[src/rtl/pipe_hazard_ctrl.sv]
// Hazard controller for an N-stage in-order pipeline: combinational stall/flush/PC-load, one-entry deferred redirect, sticky watchdog.
// Redirects blocked by a downstream stall retry every cycle until issued; HAZARD_STATS_EN adds saturating per-stage statistics counters.
module pipe_hazard_ctrl #(
   parameter int NUM_STAGES = 5,
   parameter int ADDR_WIDTH = 32,
   parameter int CNT_WIDTH  = 32,
   parameter int WDOG_LIMIT = 1024,
   localparam int SW = (NUM_STAGES > 1) ? $clog2(NUM_STAGES) : 1
) (
   input  logic                            clk,
   input  logic                            rst,
   input  logic [NUM_STAGES-1:0]           stall_req,
   input  logic [NUM_STAGES-1:0]           bubble_req,
   input  logic                            redir_valid,
   input  logic [SW-1:0]                   redir_stage,
   input  logic [ADDR_WIDTH-1:0]           redir_pc,
   output logic [NUM_STAGES-1:0]           stall_o,
   output logic [NUM_STAGES-1:0]           flush_o,
   output logic                            load_pc_we,
   output logic [ADDR_WIDTH-1:0]           load_pc_new_pc,
   output logic                            redir_pending,
   output logic                            wdog_trip,
   output logic [NUM_STAGES*CNT_WIDTH-1:0] stat_stall_cnt,
   output logic [CNT_WIDTH-1:0]            stat_redir_cnt
);

   localparam int WW = $clog2(WDOG_LIMIT + 1);
   localparam logic [WW-1:0] WLIM = WW'(WDOG_LIMIT);
   localparam logic [SW-1:0] LAST = SW'(NUM_STAGES - 1);
   localparam logic [NUM_STAGES-1:0] NOT_LAST = {1'b0, {(NUM_STAGES-1){1'b1}}};

   typedef enum logic {IDLE, HOLD} state_t;

   state_t                  state, state_nxt;
   logic                    pend_valid;
   logic [SW-1:0]           pend_stage;
   logic [ADDR_WIDTH-1:0]   pend_pc;
   logic [NUM_STAGES-1:0]   sreq, chain, down, flush_mask;
   logic                    live_ok, live_sel, src_valid, issue, capture;
   logic [SW-1:0]           src_stage;
   logic [ADDR_WIDTH-1:0]   src_pc;
   logic [WW-1:0]           wdog_cnt;

   assign pend_valid    = (state == HOLD);
   assign redir_pending = pend_valid;
   assign sreq          = rst ? '0 : stall_req;

   // Stall propagates upstream: a stage holds if it or anything after it stalls.
   always_comb begin
      chain = '0;
      chain[NUM_STAGES-1] = sreq[NUM_STAGES-1];
      for (int i = NUM_STAGES - 2; i >= 0; i--) begin
         chain[i] = sreq[i] | chain[i+1];
      end
   end

   assign down = chain >> 1;

   // Older (deeper) redirect wins; a tie keeps the pending entry.
   assign live_ok   = ~rst & redir_valid & (redir_stage != '0) & (redir_stage <= LAST);
   assign live_sel  = live_ok & (~pend_valid | (redir_stage > pend_stage));
   assign src_valid = live_sel | pend_valid;
   assign src_stage = live_sel ? redir_stage : pend_stage;
   assign src_pc    = live_sel ? redir_pc : pend_pc;
   assign issue     = src_valid & ~down[src_stage];
   assign capture   = src_valid & ~issue;

   always_comb begin
      flush_mask = '0;
      for (int j = 0; j < NUM_STAGES; j++) begin
         flush_mask[j] = issue & (SW'(j) < src_stage);
      end
   end

   assign stall_o        = chain & ~flush_mask;
   assign flush_o        = (sreq & bubble_req & ~down & NOT_LAST) | flush_mask;
   assign load_pc_we     = issue;
   assign load_pc_new_pc = issue ? src_pc : '0;

   always_comb begin
      state_nxt = IDLE;
      if (capture) state_nxt = HOLD;
   end

   always_ff @(posedge clk or posedge rst) begin
      if (rst) begin
         state      <= IDLE;
         pend_stage <= '0;
         pend_pc    <= '0;
      end else begin
         state <= state_nxt;
         if (capture) begin
            pend_stage <= src_stage;
            pend_pc    <= src_pc;
         end
      end
   end

   always_ff @(posedge clk or posedge rst) begin
      if (rst) begin
         wdog_cnt  <= '0;
         wdog_trip <= 1'b0;
      end else begin
         if (!stall_o[0]) wdog_cnt <= '0;
         else if (wdog_cnt != WLIM) wdog_cnt <= wdog_cnt + 1'b1;
         if (wdog_cnt == WLIM) wdog_trip <= 1'b1;
      end
   end

`ifdef HAZARD_STATS_EN
   always_ff @(posedge clk or posedge rst) begin
      if (rst) begin
         stat_stall_cnt <= '0;
         stat_redir_cnt <= '0;
      end else begin
         for (int i = 0; i < NUM_STAGES; i++) begin
            if (stall_o[i] && (stat_stall_cnt[i*CNT_WIDTH +: CNT_WIDTH] != '1))
               stat_stall_cnt[i*CNT_WIDTH +: CNT_WIDTH] <= stat_stall_cnt[i*CNT_WIDTH +: CNT_WIDTH] + 1'b1;
         end
         if (issue && (stat_redir_cnt != '1)) stat_redir_cnt <= stat_redir_cnt + 1'b1;
      end
   end
`else
   assign stat_stall_cnt = '0;
   assign stat_redir_cnt = '0;
`endif

`ifdef SIMULATION
   int    sim_deferred_events = 0;
   int    sim_wdog_events     = 0;
   string sim_last_event      = "";

   task automatic stats_event(input string name);
      sim_last_event = name;
      if (name == "redirect_deferred") sim_deferred_events++;
      else if (name == "wdog_trip") sim_wdog_events++;
   endtask

   always @(posedge clk) begin
      if (!rst) begin
         if (capture) stats_event("redirect_deferred");
         if ((wdog_cnt == WLIM) && !wdog_trip) stats_event("wdog_trip");
      end
   end
`endif

endmodule

[config.mk]
export PLATFORM = sky130hd
export DESIGN_NAME = pipe_hazard_ctrl
export DESIGN_NICKNAME = d
export VERILOG_FILES = /design/src/rtl/pipe_hazard_ctrl.sv
export SDC_FILE = /design/constraint.sdc
export NUM_CORES = 1
export LEC_CHECK = 0
export ABC_CLOCK_PERIOD_IN_PS = 13200
export CORE_AREA = 2 2 112 114
export DETAILED_ROUTE_END_ITERATION = 6
export DIE_AREA = 0 0 114 116
export MAX_ROUTING_LAYER = met4
export PLACE_DENSITY = 0.82
export SETUP_SLACK_MARGIN = 0.5
export SLEW_MARGIN = 15
export SYNTH_ARGS = -nofsm -noshare
export SYNTH_HDL_FRONTEND = slang
export SYNTH_SLANG_ARGS = --single-unit
[constraint.sdc]
create_clock -name clk -period 13.2 [get_ports clk]
set_clock_uncertainty 0.05 [all_clocks]
set_input_delay 3.96 -clock clk [delete_from_list [all_inputs] [get_ports clk]]
set_output_delay 3.96 -clock clk [all_outputs]
set_load 0.01 [all_outputs]
Word-level counts from Yosys, hierarchy flattened:

Index checks and enable logic that the tools add are counted.

* register bits: 48
* bits in latches: 0
* memory bits (writable): 0
* ROM bits: 0
* word-level logic and storage cells: 54
* memories: 0

* add/subtract/negate cells: 1
* multiply operators: 0
* div/mod/pow operators: 0
* magnitude comparators: 8
* equality and inequality tests: 3
* shift-type cells: 0
* mux-type cells: 9
* bitwise operators: 27
* reduce and logical (&&, ||, !) cells: 1

Operators with widths (count)
* two-way mux 32 bit: 2
* two-way mux 11 bit: 2
* adder 11 x 1 -> 11 bit, second input constant: 1
* AND 1 bit: 11
* equality test 11 bit, second input constant: 1
* != test 11 bit, second input constant: 1
* AND 4 bit: 2
* less-than comparator 1 x 3 -> 1 bit, first input constant: 2
* less-than comparator 2 x 3 -> 1 bit, first input constant: 2
* OR 1 bit: 6
* AND 5 bit: 1
* two-way mux 5 bit: 1
* NOT 5 bit: 1
* OR 4 x 5 -> 5 bit: 1
* less-than comparator 3 x 4 -> 1 bit, second input constant: 1
* NOT 1 bit: 4
* NOT 4 bit: 1
* binary-select mux 1 bit (select 3 bit): 1
* greater-than comparator 3 bit: 1
* less-or-equal comparator 3 bit, second input constant: 1
* less-than comparator 3 bit, first input constant: 1
* two-way mux 3 bit: 1
* nonzero test 3 bit: 1
* two-way mux 1 bit: 2
* != test 2 x 1 -> 1 bit, second input constant: 1

Longest topological paths before layout:

Gate-level depths: netlist of run 1.

* depth in word-level cells: 14
* mapped depth: 9
* depth with buffers taken out: 7

Worst setup path after synthesis of run 1:

OpenSTA, ideal clock, no wires.

* kind: input to output
* from: input port redir_stage[0]
* to: output port stall_o[0]
* arrival: 5.695 ns
* data required time: 9.190 ns
* path slack: 3.495 ns
* stages on the path: 9
* buffers on the path: 2
* cell sequence: inv_1 > ha_1 > and3_1 > o21a_1 > or3_1 > buf_6 > mux2i_4 > buf_6 > a21boi_2

* word-level cells in the longest chain between the ends: 12
* elaborated cells on any way between the ends: 17

Ends and longest elaborated chain
* start: declaration: RTL line 15 `input logic [SW-1:0] redir_stage,`
* parallel branches: the longest is 9 deep, another holds less-or-equal comparator 3 bit
* AND 1 bit (*): RTL line 71 `flush_mask[j] = issue & (SW'(j) < src_stage);`
* NOT 5 bit (*): RTL line 75 `assign stall_o = chain & ~flush_mask;`
* AND 5 bit (*): RTL line 75
* end: declaration: RTL line 17 `output logic [NUM_STAGES-1:0] stall_o,`

Every way passes the cells marked *. The select of a mux whose other input is x is not followed.

Worst setup path after layout of run 1:

* from: input port rst
* to: output port load_pc_new_pc[10]

* word-level cells in the longest chain between the ends: 11
* elaborated cells on any way between the ends: 17

Ends and longest elaborated chain
* start: declaration: RTL line 11 `input logic rst,`
* NOT 1 bit: RTL line 60 `assign live_ok = ~rst & redir_valid & (redir_stage != '0) & (redir_stage <= LAST);`
* AND 1 bit (3 in series): RTL line 60
* AND 1 bit: RTL line 61 `assign live_sel = live_ok & (~pend_valid | (redir_stage > pend_stage));`
* two-way mux 3 bit: RTL line 63 `assign src_stage = live_sel ? redir_stage : pend_stage;`
* binary-select mux 1 bit (select 3 bit): RTL line 65 `assign issue = src_valid & ~down[src_stage];`
* two-way mux 1 bit (not written as such): RTL line 65
* NOT 1 bit: RTL line 65
* AND 1 bit: RTL line 65
* two-way mux 32 bit (*): RTL line 78 `assign load_pc_new_pc = issue ? src_pc : '0;`
* end: declaration: RTL line 20 `output logic [ADDR_WIDTH-1:0] load_pc_new_pc,`

Mark *: on every way between the ends. The rest lies on a longest branch, timed or not. The select of a mux whose other input is x is not followed.

==> results of run 1 <==
stage by stage:
step | hold WS [ns] | area, sq um | util (%) | setup slack (ns)
2_1_floorplan | 0.414 | 5250 | - | 3.50
5_1_grt | 0.465 | 4960 | 41.7 | 1.51
4_1_cts | 0.423 | 4960 | 41.7 | 1.72
6_report | 0.425 | 4960 | 41.7 | 1.75
3_5_place_dp | 0.403 | 4780 | 40.2 | 1.72
3_3_place_gp | 0.403 | 4780 | 40.2 | 1.77
report_power, final:
| part | internal (mW) | switching, mW | total (mW) |
|---|---|---|---|
| registers | 0.178 | 0.0188 | 0.197 |
| clock network | 0.0949 | 0.0559 | 0.151 |
| logic | 0.0697 | 0.0990 | 0.169 |
| total | 0.343 | 0.174 | 0.516 |
worst paths after layout:
kind                                           start                   endpoint  slack, ns
hold / removal                 wdog_trip$_DFFE_PP0N_      wdog_trip$_DFFE_PP0N_       0.42
setup / recovery                                 rst         load_pc_new_pc[10]       1.75
max in group asynchronous                        rst  pend_stage[1]$_DFFE_PP0P_       7.91
setup reg to reg           pend_stage[1]$_DFFE_PP0P_     pend_pc[2]$_DFFE_PP0P_       9.92
min in group asynchronous                        rst    wdog_cnt[0]$_DFFE_PP0P_       4.37
hold reg to reg                wdog_trip$_DFFE_PP0N_      wdog_trip$_DFFE_PP0N_       0.42
area by class of cell:
class	count	area [sq um]	area share, %
Inverter	6	22.5	0.454
Clock buffer	6	139	2.80
Tap cell	147	184	3.71
Multi-Input combinational cell	437	2440	49.1
Sequential cell	48	1200	24.2
Clock inverter	2	38.8	0.781
Timing Repair Buffer	95	941	19.0
layer usage:
layer	track usage [%]	share of wire (%)	vias to the layer above
li1	-	-	1542
met1	15.6	42	1543
met2	22.8	50	169
met3	2.56	6.8	12
met4	3.41	1.2	0
met5	-	0	-
kinds of logic (layout without fill, tap and decap cells):
family                     after synthesis  in the layout  synth area share (%)
adders and majority gates                5              5                  1.38
and+or+nand+nor                        121            121                  14.5
muxes                                   34             34                  8.70
other                                    1            192                0.0828
buffers and inverters                  225            109                  35.6
DFF                                     48             48                  26.5
xor gates and xnor gates                 9              9                  1.74
AOI/OAI and AO/OA                       76             76                  11.4
Yosys cell counts, drive strengths merged (6+ instances only):
cell / count / area (sq um)
dfrtp: 48 / 1200
nor2: 9 / 33.8
inv: 6 / 22.5
mux2: 33 / 372
xnor2: 9 / 78.8
o21ai: 41 / 209
buf: 212 / 1560
nand2: 12 / 47.6
clkbuf: 7 / 27.5
nand3: 69 / 345
a21oi: 15 / 113
flip-flops by register name, indices dropped and copies added, names as in the netlist:
register	cells
pend_pc	32
pend_stage	3
redir_pending	1
wdog_cnt	11
wdog_trip	1
placed cells by master (no fill, tap or decap), types with 2 or more instances in the layout:
cell type,synthesis,final
inv_1,5,5
and4_1,2,2
clkbuf_16,0,5
nand4_1,4,4
nand3_1,69,69
a21oi_1,5,5
o21ai_0,39,39
dfrtp_1,48,48
and3_1,5,5
nor3_1,4,4
mux2_1,15,15
ha_1,5,5
mux2_2,18,18
nand2_1,11,11
a2111oi_2,3,3
nor2_1,9,9
a21oi_2,10,10
a211o_1,2,2
nor4_1,2,2
conb_1,1,192
nor2b_1,4,4
clkdlybuf4s50_1,0,91
xnor2_1,9,9
or3_1,3,3
a41o_1,2,2
buf_4,196,4
o22ai_1,2,2
==> flow_summary.ini, run 1 <==
[route]
num_vias = 3266
drt_drc_violations_left = 0
router_iterations_before_antenna_repair = 5
drt_first_iter_violations = 158
drtAntennaViolNets = 0
routed_wire_length_per_instance_um = 12.0
via_per_instance_ratio = 4.41
finalWirelength_um = 8920

[clocking]
clock_tree.buffer_depth = 2
cts-hold-fix-buffers = 0
clkTransAtPathRegs_ns = 0.07
cts_root_buf = clkbuf_16
clock_tree.htree_level_count = 2
tritoncts.num_buffers = 5
clock_latency_ns = 0.29
tritoncts_clock_tree = yes
resized_after_cts = 0
postCtsSetupRepairBufs = 0
clock-sinks = 48

[power]
total_power_mw = 0.516
irDropWorstVdd_v = 0.0000584
leakage_nw = 2.23
power-per-cell-area_nw_per_um2 = 104

[setup_path]
critical-path-slowest-cell = clkdlybuf4s50_1
buffers_inverters_on_critical_path = 4
critical_path_cell_count = 8
worst-r2r-cell-count = 8
crit_arrival_ns = 7.44
criticalPathCategory = in2out
timing.critical_path.required_ns = 9.19
critical_path.endpoint_type = primary output
timing.critical_path.max_delay_family = buffers and inverters
start_kind = input port
critPathMaxStageDelay_ns = 0.74
critical_path_peak_fanout = 33
cp_cell_sequence = clkdlybuf4s50_1, inv_2, o21ai_0, a221o_1, buf_4, nand3_1, o21ai_0, clkdlybuf4s50_1

[final_layout]
nNetsFinal = 646
drive_gt1_share_pct = 9.09
antenna-diode-count = 0
areaGrowthSynthToFinish_pct = 9.62
fillers = 1173
finalNonFillerCells = 741

[sta]
timing_max_transition_violations_final = 0
rsz0062_at_grt = no
final.period_utilization_pct = 86.7
hold_viol_final = 0
setup-tns-final_ns = 0
worst_slew_pin_slew_ns = 0.820
setup_viol_count_final = 0
max_slew_margin_pct = 45.1
layout_min_cycle_time_ns = 11.45
max_clock_freq_mhz = 87.3

[synthesis]
async_set_reset_flop_share_out_of_synthesis_pct = 100
synthesis.instances = 519
seq_area_frac_synth_pct = 26.5
synth_top_flop_cell = dfrtp_1
synth_area_sq_um = 4530
post_synth_num_cell_types = 53
synth-warning-count = 0
synth_enable_flop_cells = 0
syn-mean-instance-area_sq_um = 8.72
ys_ff_latch = 48

[global_routing]
largest_net_degree_at_the_start_of_global_routing = 71
groute.usage.overall_pct = 13.1
grt_antenna_before_repair = 0
grt_overflow_total = 0
number_of_global_route_vias_before_repair = 2939
grt_first_pass_wirelength_um = 13900

[floorplanning]
chipHeight_um = 116
fp.dieW_um = 114
initial_core_util_pct = 38.0
ios = 285
std_cell_rows = 40
design.core.area_sq_um = 11900
die-area_sq_um = 13200

[placement]
place.detailed.instances = 733
gp_congestion = 0.800
hpwl_um = 6500
portBuffers = 91

[min_path]
cells_on_worst_hold_path = 1
min_path_type = reg2reg

[status]
run_status = finished clean

[job]
cap_violations = 0
Power figures use the tool's default switching activity.
==> run 2: changes to the inputs <==
- HOLD_SLACK_MARGIN: not set -> 0.05
- SKIP_CTS_REPAIR_TIMING: not set -> 1
==> results of run 2 <==
Same layout as run 1: the final DEF is identical, and so are final timing and power.
